**config.mk**
```make
export PLATFORM = sky130hd
export DESIGN_NAME = hazard_ctrl
export DESIGN_NICKNAME = d
export VERILOG_FILES = /design/src/rtl/hazard_ctrl.sv
export SDC_FILE = /design/constraint.sdc
export NUM_CORES = 1
export LEC_CHECK = 0
export CORE_ASPECT_RATIO = 0.5
export CORE_UTILIZATION = 44
export CTS_BUF_LIST = sky130_fd_sc_hd__clkbuf_16
export CTS_CLUSTER_SIZE = 8
export DETAILED_ROUTE_END_ITERATION = 10
export PLACE_DENSITY = 0.79
export SLEW_MARGIN = 5
export SYNTH_ARGS = -nofsm -noshare
export SYNTH_HDL_FRONTEND = slang
export SYNTH_SLANG_ARGS = --single-unit
```
**constraint.sdc**
```tcl
create_clock -name clk_i -period 1.9 [get_ports clk_i]
set_input_delay 0.38 -clock clk_i [delete_from_list [all_inputs] [get_ports clk_i]]
set_output_delay 0.38 -clock clk_i [all_outputs]
set_load 0.02 [all_outputs]
```
**src/rtl/hazard_ctrl.sv**
```systemverilog
// Pipeline hazard controller: load-use stall, taken-branch flush, dmem-busy freeze, wait watchdog, stats.
// Latency: control outputs are combinational (zero cycles); state, watchdog and counters update on clk_i rise.
// Backpressure: dmem_busy_i freezes PC/IF/ID/ID-EX, load-use inserts one bubble, and a taken branch squashes IF/ID and ID/EX.
//
// Ports:
//   clk_i, rst_n_i                  clock (rising edge), asynchronous active-low reset
//   id_rsaddr_i, id_rtaddr_i        source register fields of the instruction in ID
//   id_uses_rt_i                    ID instruction reads rt as a source
//   idex_memread_i, idex_rtaddr_i   load in ID/EX and its destination register
//   branch_taken_i                  EX resolved a taken branch/jump
//   dmem_busy_i                     data memory not ready
//   cnt_clr_i                       synchronous clear of the statistics counters and timeout_o
//   pc_write_o, ifid_write_o        write enables for PC and IF/ID
//   ifid_flush_o, idex_flush_o      squash IF/ID (NOP) and ID/EX (bubble)
//   idex_hold_o                     ID/EX keeps its contents
//   state_o                         0 RUN, 1 MEMWAIT, 2 TIMEOUT
//   timeout_o                       sticky watchdog flag
//   stall_cnt_o, flush_cnt_o        saturating stall-cycle and flush-event counters
module hazard_ctrl #(
    parameter int MAX_WAIT = 16,
    parameter int CNT_W    = 16
) (
    input  logic             clk_i,
    input  logic             rst_n_i,
    input  logic [4:0]       id_rsaddr_i,
    input  logic [4:0]       id_rtaddr_i,
    input  logic             id_uses_rt_i,
    input  logic             idex_memread_i,
    input  logic [4:0]       idex_rtaddr_i,
    input  logic             branch_taken_i,
    input  logic             dmem_busy_i,
    input  logic             cnt_clr_i,
    output logic             pc_write_o,
    output logic             ifid_write_o,
    output logic             ifid_flush_o,
    output logic             idex_hold_o,
    output logic             idex_flush_o,
    output logic [1:0]       state_o,
    output logic             timeout_o,
    output logic [CNT_W-1:0] stall_cnt_o,
    output logic [CNT_W-1:0] flush_cnt_o
);

    localparam int WAIT_W = $clog2(MAX_WAIT + 1);
    localparam logic [WAIT_W-1:0] MAX_WAIT_V = WAIT_W'(MAX_WAIT);
    localparam logic [WAIT_W-1:0] WAIT_ONE   = WAIT_W'(1);

    typedef enum logic [1:0] {
        ST_RUN     = 2'd0,
        ST_MEMWAIT = 2'd1,
        ST_TIMEOUT = 2'd2
    } state_t;

    state_t            state, state_nxt;
    logic [WAIT_W-1:0] wait_cnt, wait_nxt;
    logic              set_timeout;
    logic              ld_use;
    logic              flush_evt;

    // Register $0 is hard-wired zero, so a load targeting it never creates a dependency.
    assign ld_use = idex_memread_i && (idex_rtaddr_i != 5'd0) &&
                    ((idex_rtaddr_i == id_rsaddr_i) ||
                     (id_uses_rt_i && (idex_rtaddr_i == id_rtaddr_i)));

    // Priority chain: memory freeze, then branch flush, then load-use bubble, then pass.
    // While busy the branch stays in the frozen EX stage and is applied once memory is ready.
    always_comb begin
        pc_write_o   = 1'b1;
        ifid_write_o = 1'b1;
        ifid_flush_o = 1'b0;
        idex_hold_o  = 1'b0;
        idex_flush_o = 1'b0;
        flush_evt    = 1'b0;
        if (dmem_busy_i) begin
            pc_write_o   = 1'b0;
            ifid_write_o = 1'b0;
            idex_hold_o  = 1'b1;
        end else if (branch_taken_i) begin
            ifid_flush_o = 1'b1;
            idex_flush_o = 1'b1;
            flush_evt    = 1'b1;
        end else if (ld_use) begin
            pc_write_o   = 1'b0;
            ifid_write_o = 1'b0;
            idex_flush_o = 1'b1;
        end
    end

    // Watchdog FSM. wait_nxt is the number of consecutive busy cycles including the
    // current one; reaching MAX_WAIT moves to TIMEOUT on this edge.
    always_comb begin
        state_nxt   = state;
        wait_nxt    = wait_cnt;
        set_timeout = 1'b0;
        case (state)
            ST_RUN: begin
                if (dmem_busy_i) begin
                    wait_nxt  = WAIT_ONE;
                    state_nxt = ST_MEMWAIT;
                end
            end
            ST_MEMWAIT: begin
                if (dmem_busy_i) begin
                    wait_nxt = wait_cnt + WAIT_ONE;
                end else begin
                    state_nxt = ST_RUN;
                end
            end
            ST_TIMEOUT: begin
                // Counter is frozen here; only the release matters.
                if (!dmem_busy_i) begin
                    state_nxt = ST_RUN;
                end
            end
            default: begin
                state_nxt = ST_RUN;
            end
        endcase
        if (dmem_busy_i && (state != ST_TIMEOUT) && (wait_nxt >= MAX_WAIT_V)) begin
            state_nxt   = ST_TIMEOUT;
            set_timeout = 1'b1;
        end
    end

    always_ff @(posedge clk_i or negedge rst_n_i) begin
        if (!rst_n_i) begin
            state    <= ST_RUN;
            wait_cnt <= '0;
        end else begin
            state    <= state_nxt;
            wait_cnt <= wait_nxt;
        end
    end

    // Statistics and sticky timeout; a clear on the same edge beats any increment or set.
    always_ff @(posedge clk_i or negedge rst_n_i) begin
        if (!rst_n_i) begin
            stall_cnt_o <= '0;
            flush_cnt_o <= '0;
            timeout_o   <= 1'b0;
        end else if (cnt_clr_i) begin
            stall_cnt_o <= '0;
            flush_cnt_o <= '0;
            timeout_o   <= 1'b0;
        end else begin
            if (!pc_write_o && (stall_cnt_o != '1)) begin
                stall_cnt_o <= stall_cnt_o + CNT_W'(1);
            end
            if (flush_evt && (flush_cnt_o != '1)) begin
                flush_cnt_o <= flush_cnt_o + CNT_W'(1);
            end
            if (set_timeout) begin
                timeout_o <= 1'b1;
            end
        end
    end

    assign state_o = state;

endmodule

```
# Word level (Yosys, flattened, before mapping)
# Cells that the tools add are included.
# W data, S select, Z words.
[classes]
mux = 23
order_cmp = 1
n_addsub = 3
n_eq_ne = 9
reduce_logical = 16
[ops]
columns = ["operator", "n"]
rows = [
  ["$mux W16", 4],
  ["$add A16 B1 Y16 const B", 2],
  ["$ne A16 B16 Y1 const B", 2],
  ["$mux W1", 12],
  ["$eq A5 B5 Y1", 2],
  ["$mux W5", 2],
  ["$pmux W5 S2", 1],
  ["$logic_and A1 B1 Y1", 7],
  ["$mux W2", 3],
  ["$reduce_bool A2 Y1", 3],
  ["$add A5 B1 Y5 const B", 1],
  ["$ge A5 B5 Y1 const B", 1],
  ["$reduce_bool A5 Y1", 1],
  ["$pmux W2 S2", 1],
  ["$ne A3 B2 Y1 const B", 1],
  ["$ne A3 B3 Y1 const B", 1],
  ["$eq A2 B1 Y1 const B", 1],
  ["$eq A2 B2 Y1 const B", 1],
  ["$logic_not A2 Y1", 1],
  ["$ne A2 B2 Y1 const B", 1],
  ["$reduce_and A2 Y1", 1],
  ["$reduce_or A2 Y1", 1],
  ["$logic_not A1 Y1", 1],
  ["$logic_or A1 B1 Y1", 1],
]
[word_totals]
register_bits = 40
word_cells = 57
in_bits = 22

# Longest topological paths before layout
[logic_depth]
depth_word = 11
depth_mapped = 9
mapped_depth_nobuf = 7

# Least setup slack after synthesis
# OpenSTA, ideal clock, no wires.
[synth_timing]
kind = "register to register"
start = "register stall_cnt_o[0]"
end = "register stall_cnt_o[9]"
arrival_ps = 2070
path_stages_with_launch = 9
setup_time_ps = 78
slack_ps = -248
path_cell_list = "dfrtp_1 ha_1 nand4_1 nor4_1 or3_1 o21a_1 buf_6 or4_1 a21oi_1"
[synth_via]
elab_chain_len = 3
word_cells_on_any_way = 6
[synth_lines]
columns = ["element", "line_no", "source"]
rows = [
  ["start, declared", "40", "output logic [CNT_W-1:0] stall_cnt_o,"],
  ["start signal, assigned", "147", "stall_cnt_o <= stall_cnt_o + CNT_W'(1);"],
  ["$add A16 B1 Y16 or $ne A16 B16 Y1 (tied branches)", "147, 146", ""],
  ["$mux W16 or $logic_and A1 B1 Y1 (tied branches)", "146", "if (!pc_write_o && (stall_cnt_o != '1)) begin"],
  ["$mux W16 or $reduce_bool A2 Y1 (tied branches)", "-", ""],
]
# Several ways; a longest one is shown, not always the timed one. The select of a mux whose other input is x is not followed.
# A chain may end at the register's enable or synchronous reset.

# Worst setup path after layout
[layout_timing]
start = "input idex_rtaddr_i[3]"
end = "register stall_cnt_o[11]"
[layout_via]
elab_chain_len = 10
word_cells_on_any_way = 13
[layout_lines]
columns = ["element", "line_no", "source"]
rows = [
  ["start, declared", "29", "input logic [4:0] idex_rtaddr_i,"],
  ["$eq A5 B5 Y1", "63", "(id_uses_rt_i && (idex_rtaddr_i == id_rtaddr_i)));"],
  ["$logic_and A1 B1 Y1", "63", ""],
  ["$logic_or A1 B1 Y1", "62", "((idex_rtaddr_i == id_rsaddr_i) ||"],
  ["$logic_and A1 B1 Y1 *", "61", "assign ld_use = idex_memread_i && (idex_rtaddr_i != 5'd0) &&"],
  ["$mux W1 *", "82", "end else if (ld_use) begin"],
  ["$mux W1 *", "78", "end else if (branch_taken_i) begin"],
  ["$mux W1 *", "74", "if (dmem_busy_i) begin"],
  ["$logic_not A1 Y1 *", "146", ""],
  ["$logic_and A1 B1 Y1 *", "146", ""],
  ["$reduce_bool A2 Y1 (no source line) *", "-", ""],
]
# Mark *: on every way between the ends. The rest lies on a longest branch, timed or not.

==> results.cfg <==
[run_status]
status = complete, but fails checks
violations = setup timing

[timing]
period_share_pct = 113
relSlewSlack_pct = 66.6
max_freq_mhz = 467
finalHoldViolations = 0
period_needed_ns = 2.14
hold_ws_ns = 0.0587
slew_viol_final = 0
setup-tns-final_ns = -3.04
setup_viol = 19
worst_slack_ns = -0.242
final.setup_skew_ns = 0.00434
rsz0062_at_grt = yes
tightest_slew_ns = 0.496

[clock_tree]
clk-insertion-delay-late_ns = 0.28
clockRootBuffer = clkbuf_16
cts_max_path_buffers = 2
hold_buffers = 0
numCtsBuffers = 5
path_clk_slew_ns = 0.06
htreeDepth = 2
clock_sinks = 40
cts_tree = done

[cells_and_area]
antennaDiodeCount = 0
nets = 380
drive_gt1_share_pct = 28.1
syn_to_final_growth_pct = 57.0

[floorplan]
die_h_um = 53.0
core.rowCount = 18
initial_core_util_pct = 46.0
ios = 62
dieArea_um2 = 5520
die_w_um = 104
core_area_um2 = 4980

[synthesis]
syn_avg_cell_area_um2 = 9.20
syn_inst = 249
async_flop_share_pct = 100
yosysUniqueCellTypes = 41
synth_flop_cell = dfrtp_1
ys_seq_area_share_pct = 43.7
synth-edff-count = 0
syn-cell-area_um2 = 2290
synth-seq-cells = 40
yosys_warnings = 0
syn_nets = 278

[global_route]
grt_overflow = 0
antenna_found_initial = 0
track_usage_pct = 24.4
grt_max_degree = 41
grt_pass1_wl_um = 10400
first_global_vias = 2301

[worst_hold_path]
hold_class = in2async

[setup_path]
max_stage_delay_ns = 0.41
worstPathMaxFanout = 8
required_ns = 2.11
arrival_ns = 2.35
cp_slowest_cell = or4_4
critical_path.cell_chain = buf_8 > xor2_2 > nor4_2 > a32oi_2 > buf_4 > o21a_4 > buf_6 > or4_4 > a21oi_2
cp-start-kind = input pin
endpoint_kind = flop
worst-setup-path-type = in2reg

[power]
ir_drop_mv = 0.498
p_per_area_nw_per_um2 = 664
p_leak_nw = 1.55

[routing]
viasPerCell = 5.42
ant_nets = 0
firstDrtPassIters = 4
avgRoutedWirePerCell_um = 15.9
drc = 0
drt-initial-drc-count = 107
vias = 2287
wirelength_um = 6690

[placed_design]
port-buffer-count = 61
place.detailed.hpwl_um = 4410
globalplace.congestion = 0.792

[job]
drv_cap = 0
[synth_stat cells, types with 2 or more instances]
library cell  number  share of area (%)
nand4_1            9                2.5
nand2b_1           2               0.55
and4_1             4                1.5
a22o_1             2               0.76
inv_1              7                1.1
buf_4              3               0.98
mux2i_1            3                1.3
xor2_1            19                7.3
a32o_1             2               0.87
xnor2_1            7                2.7
nor4_1             2               0.55
and2_1             2               0.55
nand2_1           14                2.3
nor2_1            27                4.4
o21ai_0           15                3.3
or2_2              2               0.55
dfrtp_1           40                 44
clkbuf_1           7                1.1
o31ai_1            3               0.98
nand3_1           11                2.4
ha_1               7                3.8
and3_1             4                1.1
or4_1              4                1.3
nor2b_1            4                1.1
or3_1             15                4.1
a21oi_1           19                4.2
[power by group]
group	total [mW]	switching (mW)	internal [mW]
Combinational	0.622	0.309	0.313
Sequential	0.969	0.0606	0.908
Clock	0.797	0.325	0.472
[sequential cells by signal, summed over array words and instances, names as in the netlist, named ones only]
signal	flops
state_o	2
flush_cnt_o	16
stall_cnt_o	16
wait_cnt	1
timeout_o	1
[area by class of cell]
cell class	instances	area [um^2]
well taps	70	87.6
inverters	7	26.3
clock buffers	5	125
repair buffers	108	961
flip-flops and latches	40	1000
fillers	349	1380
multi-input cells	189	1380
clock inverters	3	11.3
[routing by layer]
layer,GRT usage (%),up-vias,part of all wire [%]
met5,0,-,0
met4,9.52,0,2.5
met3,5.54,18,3.3
met2,46.9,59,53
met1,27.4,1125,42
li1,-,1085,-
[cells in the final DEF (no fill, tap or decap), types with 4 or more instances in the layout]
master           count
buf_6                7
clkbuf_16            5
nor2_1              24
nand4_1              9
nand3_1             11
clkdlybuf4s50_1     37
ha_1                 4
dlygate4sd2_1        9
buf_2                7
a21oi_2              4
xor2_1              15
a21oi_1             14
and3_1               4
dfrtp_1             37
inv_1                9
or3_1               13
buf_4               42
nand2_1             14
xnor2_1              7
o21ai_0             14
[critical path: cells and delay by family]
family,cells,cell delay (ns)
compound gates,3,0.61
buf+inv,3,0.41
xor+xnor,1,0.17
simple gates,2,0.77
[final timing paths]
check / from / to / slack (ns) / cells past startpoint
min reg2reg: timeout_o / timeout_o / 0.52 / 2
max reg2reg: stall_cnt_o[1] / stall_cnt_o[11] / -0.21 / 8
max in group asynchronous: rst_n_i / state_o[0] / 1.61 / 2
min: rst_n_i / stall_cnt_o[8] / 0.06 / 2
min in group clk_i: timeout_o / timeout_o / 0.52 / 2
max: idex_rtaddr_i[3] / stall_cnt_o[11] / -0.24 / 9
[logic make-up after synthesis]
| logic type | count (synthesis) | share of synthesized area [%] |
|---|---|---|
| and+or+nand+nor | 102 | 23.4 |
| AOI/OAI and AO/OA | 50 | 13.2 |
| DFF | 40 | 43.7 |
| xor gates and xnor gates | 26 | 9.94 |
| buffers and inverters | 20 | 4.15 |
| adders and majority gates | 7 | 3.82 |
| muxes | 4 | 1.80 |
[through the flow]
| stage | setup WS [ns] | utilization (%) | power [mW] | cells | instance area [um^2] |
|---|---|---|---|---|---|
| floorplan | -0.143 | - | 1.28 | 249 | 2310 |
| global placement | -0.843 | 65.6 | 1.47 | 409 | 3270 |
| detailed placement | -0.975 | 65.6 | 1.52 | 409 | 3270 |
| CTS | -0.168 | 70.3 | 2.34 | 422 | 3500 |
| global route | -0.272 | 72.2 | 2.51 | 422 | 3600 |
| finish | -0.242 | 72.2 | 2.39 | 422 | 3600 |
[repair_timing]
action	4_1_cts	5_1_grt
pin swaps	25	10
gates cloned	2	0
endpoints found under the setup margin	28	26
buffers inserted	3	0
hold endpoints to repair	0	0
resized for setup	85	25
(Power assumes the default switching activity.)
